### config.mk
export PLATFORM = sky130hd
export DESIGN_NAME = alu_rsp_core
export DESIGN_NICKNAME = d
export VERILOG_FILES = /design/src/rtl/alu_rsp_core.sv
export SDC_FILE = /design/constraint.sdc
export NUM_CORES = 1
export LEC_CHECK = 0
export BUFFER_PORTS_ARGS = -buffer_cell sky130_fd_sc_hd__buf_2
export CAP_MARGIN = 30
export CORE_MARGIN = 2
export CORE_UTILIZATION = 52
export CTS_CLUSTER_DIAMETER = 150
export DETAILED_ROUTE_END_ITERATION = 8
export GPL_TIMING_DRIVEN = 0
export PLACE_DENSITY = 0.74
export SLEW_MARGIN = 0
export SYNTH_ARGS = -nofsm -noshare
export SYNTH_HDL_FRONTEND = slang
export SYNTH_SLANG_ARGS = --single-unit
### constraint.sdc
create_clock -name clk -period 1.9 [get_ports clk]
set_clock_uncertainty 0.15 [all_clocks]
set_input_delay 0.38 -clock clk [delete_from_list [all_inputs] [get_ports clk]]
set_output_delay 0.38 -clock clk [all_outputs]
set_load 0.01 [all_outputs]
### src/rtl/alu_rsp_core.sv
// alu_rsp_core: valid/ready ALU responder (ADD/SUB/MUL/AND) with registered 2N-bit result and one-cycle out_valid strobe
// Ports: clk, reset (sync, active-high); in_valid/in_ready request handshake;
//   inp1/inp2 N-bit unsigned operands; op_code 00 ADD, 01 SUB, 10 MUL, 11 AND;
//   outp 2N-bit result register; out_valid one-cycle "outp is new" strobe.
// Define ALU_RSP_FAST_MUL_EN for a single-cycle combinational multiply;
//   otherwise MUL is an N-cycle shift-add that drops in_ready while busy.
module alu_rsp_core #(
  parameter int N = 4
) (
  input  logic           clk,
  input  logic           reset,
  input  logic           in_valid,
  output logic           in_ready,
  input  logic [N-1:0]   inp1,
  input  logic [N-1:0]   inp2,
  input  logic [1:0]     op_code,
  output logic [2*N-1:0] outp,
  output logic           out_valid
);
  localparam int W = 2 * N;
  logic [W-1:0] a, b, res, mul_res, outp_q, outp_d;
  logic         out_valid_q, out_valid_d;
  assign a = {{N{1'b0}}, inp1};
  assign b = {{N{1'b0}}, inp2};
  assign outp = outp_q;
  assign out_valid = out_valid_q;
`ifdef ALU_RSP_FAST_MUL_EN
  assign mul_res = a * b;
`else
  // The iterative path never takes this value; MUL leaves IDLE instead.
  assign mul_res = '0;
`endif
  always_comb
    res = op_code == 2'b00 ? a + b :
          op_code == 2'b01 ? a - b :
          op_code == 2'b11 ? a & b : mul_res;
`ifdef ALU_RSP_FAST_MUL_EN
  assign in_ready = 1'b1;
  always_comb begin
    outp_d = in_valid ? res : outp_q;
    out_valid_d = in_valid;
  end
  always_ff @(posedge clk) begin
    if (reset) begin
      outp_q <= '0;
      out_valid_q <= 1'b0;
    end else begin
      outp_q <= outp_d;
      out_valid_q <= out_valid_d;
    end
  end
`else
  localparam int CW = N > 1 ? $clog2(N) : 1;
  typedef enum logic {IDLE, MUL} state_t;
  state_t        state_q, state_d;
  logic [W-1:0]  mcand_q, mcand_d, acc_q, acc_d;
  logic [N-1:0]  mplier_q, mplier_d;
  logic [CW-1:0] cnt_q, cnt_d;
  assign in_ready = state_q == IDLE;
  always_comb begin
    state_d = state_q;
    mcand_d = mcand_q;
    mplier_d = mplier_q;
    acc_d = acc_q;
    cnt_d = cnt_q;
    outp_d = outp_q;
    out_valid_d = 1'b0;
    if (state_q == IDLE) begin
      if (in_valid && op_code == 2'b10) begin
        state_d = MUL;
        mcand_d = a;
        mplier_d = inp2;
        acc_d = '0;
        cnt_d = '0;
      end else if (in_valid) begin
        outp_d = res;
        out_valid_d = 1'b1;
      end
    end else begin
      acc_d = acc_q + (mplier_q[0] ? mcand_q : '0);
      mcand_d = mcand_q << 1;
      mplier_d = mplier_q >> 1;
      cnt_d = cnt_q + 1'b1;
      // Last partial product is folded in on the same edge the result is published.
      if (cnt_q == CW'(N - 1)) begin
        outp_d = acc_d;
        out_valid_d = 1'b1;
        state_d = IDLE;
      end
    end
  end
  always_ff @(posedge clk) begin
    if (reset) begin
      state_q <= IDLE;
      mcand_q <= '0;
      mplier_q <= '0;
      acc_q <= '0;
      cnt_q <= '0;
      outp_q <= '0;
      out_valid_q <= 1'b0;
    end else begin
      state_q <= state_d;
      mcand_q <= mcand_d;
      mplier_q <= mplier_d;
      acc_q <= acc_d;
      cnt_q <= cnt_d;
      outp_q <= outp_d;
      out_valid_q <= out_valid_d;
    end
  end
`endif
endmodule

==> results.toml <==
[finish]
area_delta_synth_final_pct = 25.1
nNetsFinal = 307
drive_gt1_frac = 0.301
final_cell_mix = "dfxtp_1, nand2_1, nor2_1"
diodes = 0
final_common_cell = "dfxtp_1"

[route]
ant_nets = 0
drt-vias-per-instance = 5.95
num_vias = 1928
wl_per_cell_um = 17.4
drt_iter0_drc = 178
drt_first_pass_iters = 5
drcViolationCount = 0
drt_wl_total_um = 5630

[die]
num_io_pins = 23
design.core.area_sq_um = 3720
die-width_um = 66.5
rows = 22
die_h_um = 66.5
die_area_sq_um = 4420
initial_utilization = 0.547

[worst_setup_path]
path_class = "reg2reg"
r2r_setup_slack_ns = -0.30
critPathSlowestCell = "fa_2"
crit_family = "compound AO/OA/AOI/OAI gates"
critPathLaunchType = "flop"
r2r-end = "outp[4]"
endpoint_kind = "flop"
critPathRequiredTime_ns = 1.91
crit_fanout = 6
reg2reg_depth = 7
r2r-start = "mplier_q[0]"
path_cells = "and2_4 > ha_4 > fa_2 > a21o_1 > a211o_1 > o211ai_1 > a311oi_2"
critPathMaxStageDelay_ns = 0.38
cp.arrival_ns = 2.21
crit_buf_inv = 0

[sta]
rsz0062_at_grt = "true"
fmax_ghz = 0.454
worst_pin_slew_ns = 0.587
setup_viol = 9
slew_violations = 0
fin_crit_sh = 1.16
slew-limit-headroom = 0.609
setup_ws_ns = -0.305
whs_ns = 0.158
fin_crit_ns = 2.20
hold_viol = 0

[power]
cellPowerDensity_nw_per_um2 = 615
fin_total_pwr_mw = 1.56
p_leak_nw = 0.998
vdd_drop_max_mv = 0.378

[clock_tree]
holdBufCountCts = 0
worstSkewPairLatency_ns = 0.29
cts-root-buf = "clkbuf_8"
path_clk_slew_ns = 0.07
cts_tree = "built"
htree_num_levels = 2
cts_buffers = 5
cts_buffer_depth = 2
clock_sinks = 32

[placed_design]
gp_congestion = 0.831
hpwlAfterDp_um = 3510
io_buffers = 19

[synthesis]
yosys.area.top_type = "dfxtp_1"
yosys_warnings = 0
synthCells = 243
ys_seq_area_frac = 0.315
async_flop_share = 0
yosysUniqueCellTypes = 53
postSynthAreaPerCell_sq_um = 8.36
synth-edff-count = 0
synthTopCellsByArea = "dfxtp_1, ha_1, nand2_1"
netlist.area_leader.share = 0.315
syn_nets = 275
ys.flop_type = "dfxtp_1"
synth-seq-cells = 32
synth_area_sq_um = 2030

[grt]
antenna_found_initial = 0
gr-usage-all-layers = 0.254
grt_pass1_vias = 1745
overflow = 0
grt_max_degree = 11
grt_pass1_wl_um = 8370

[flow_run]
drv_cap = 0

[outcome]
status = "complete, but fails checks"
violations = "negative setup slack"

[worst_hold_path]
min_from = "reset"
holdCritPathClass = "in2reg"
holdPathEnd = "outp[2]"
min_delay_path_depth = 2
==> registers in the layout (all words and copies together), names as in the netlist <==
signal and cells:
mcand_q 8, cnt_q 2, mplier_q 4, outp 8, state_q 1, out_valid 1
acc_q 8
==> kinds of logic (layout without fill, tap and decap cells) <==
| kind of cell | Yosys count | count (layout) | synth area share |
|---|---|---|---|
| DFF | 32 | 32 | 0.315 |
| muxes | 4 | 4 | 0.0228 |
| AOI/OAI and AO/OA | 61 | 61 | 0.214 |
| buffers and inverters | 23 | 56 | 0.0591 |
| xor gates and xnor gates | 5 | 5 | 0.0216 |
| adders and majority gates | 19 | 19 | 0.128 |
| and+or+nand+nor | 99 | 99 | 0.239 |
==> metal layers <==
| metal | vias up | track usage | part of all wire |
|---|---|---|---|
| li1 | 929 | - | - |
| met1 | 907 | 0.342 | 0.43 |
| met2 | 77 | 0.401 | 0.47 |
| met3 | 15 | 0.0524 | 0.069 |
| met4 | 0 | 0.0893 | 0.026 |
| met5 | - | 0 | 0 |
==> cells in the mapped netlist (5+ instances only) <==
cell type and instances:
a21oi_1 22, a311oi_1 7, and2_1 8, dfxtp_1 32
ha_1 16, inv_1 8, nand2_1 30, nand3_1 16
nor2_1 27, nor3_1 5, o211ai_1 6, o21ai_0 5
==> timing repair <==
| item | in CTS | in global routing |
|---|---|---|
| endpoints found under the setup margin | 11 | 14 |
| buffers inserted | 3 | 3 |
| resized for setup | 28 | 15 |
| pin swaps | 12 | 13 |
==> worst max-delay path by stage <==
| stage | from | end | slack (ns) | depth (start not counted) |
|---|---|---|---|---|
| 2_1_floorplan | mplier_q[0] | outp[6] | -0.14 | 7 |
| 3_3_place_gp | mplier_q[0] | outp[6] | -0.33 | 7 |
| 3_5_place_dp | mplier_q[0] | outp[6] | -0.33 | 7 |
| 4_1_cts | mplier_q[0] | outp[6] | -0.19 | 7 |
| 5_1_grt | mplier_q[0] | outp[4] | -0.32 | 7 |
| 6_report | mplier_q[0] | outp[4] | -0.30 | 7 |
==> layout make-up <==
cell class / count / area, sq um
plain buffers: 14 / 92.6
clock buffers: 7 / 86.3
clock inverters: 1 / 7.51
fillers: 277 / 1170
inverters: 9 / 33.8
multi-input cells: 188 / 1480
flip-flops and latches: 32 / 646
well taps: 48 / 60.1
repair buffers: 25 / 138
==> worst register-to-register path, delay by kind of cell (launching register included) <==
kind,cells,cell delay [ns]
adders and majority gates,2,0.53
and+or+nand+nor,1,0.14
DFF,1,0.37
AOI/OAI and AO/OA,4,0.88
==> stage by stage <==
stage / cells / setup WS (ns) / TNS, ns / area [sq um] / util
6_report: 324 / -0.305 / -1.42 / 2540 / 0.684
5_1_grt: 324 / -0.325 / -1.75 / 2540 / 0.684
4_1_cts: 321 / -0.186 / -0.645 / 2440 / 0.658
3_5_place_dp: 310 / -0.329 / -1.97 / 2200 / 0.592
3_3_place_gp: 310 / -0.331 / -1.86 / 2200 / 0.592
2_1_floorplan: 243 / -0.145 / -0.346 / 2040 / -
==> report_power, final <==
group | total (mW) | switching, mW | internal (mW)
clock | 0.562 | 0.267 | 0.294
sequential | 0.719 | 0.0184 | 0.700
combinational | 0.282 | 0.164 | 0.119
Note: power is estimated with default switching activity, not from simulation.
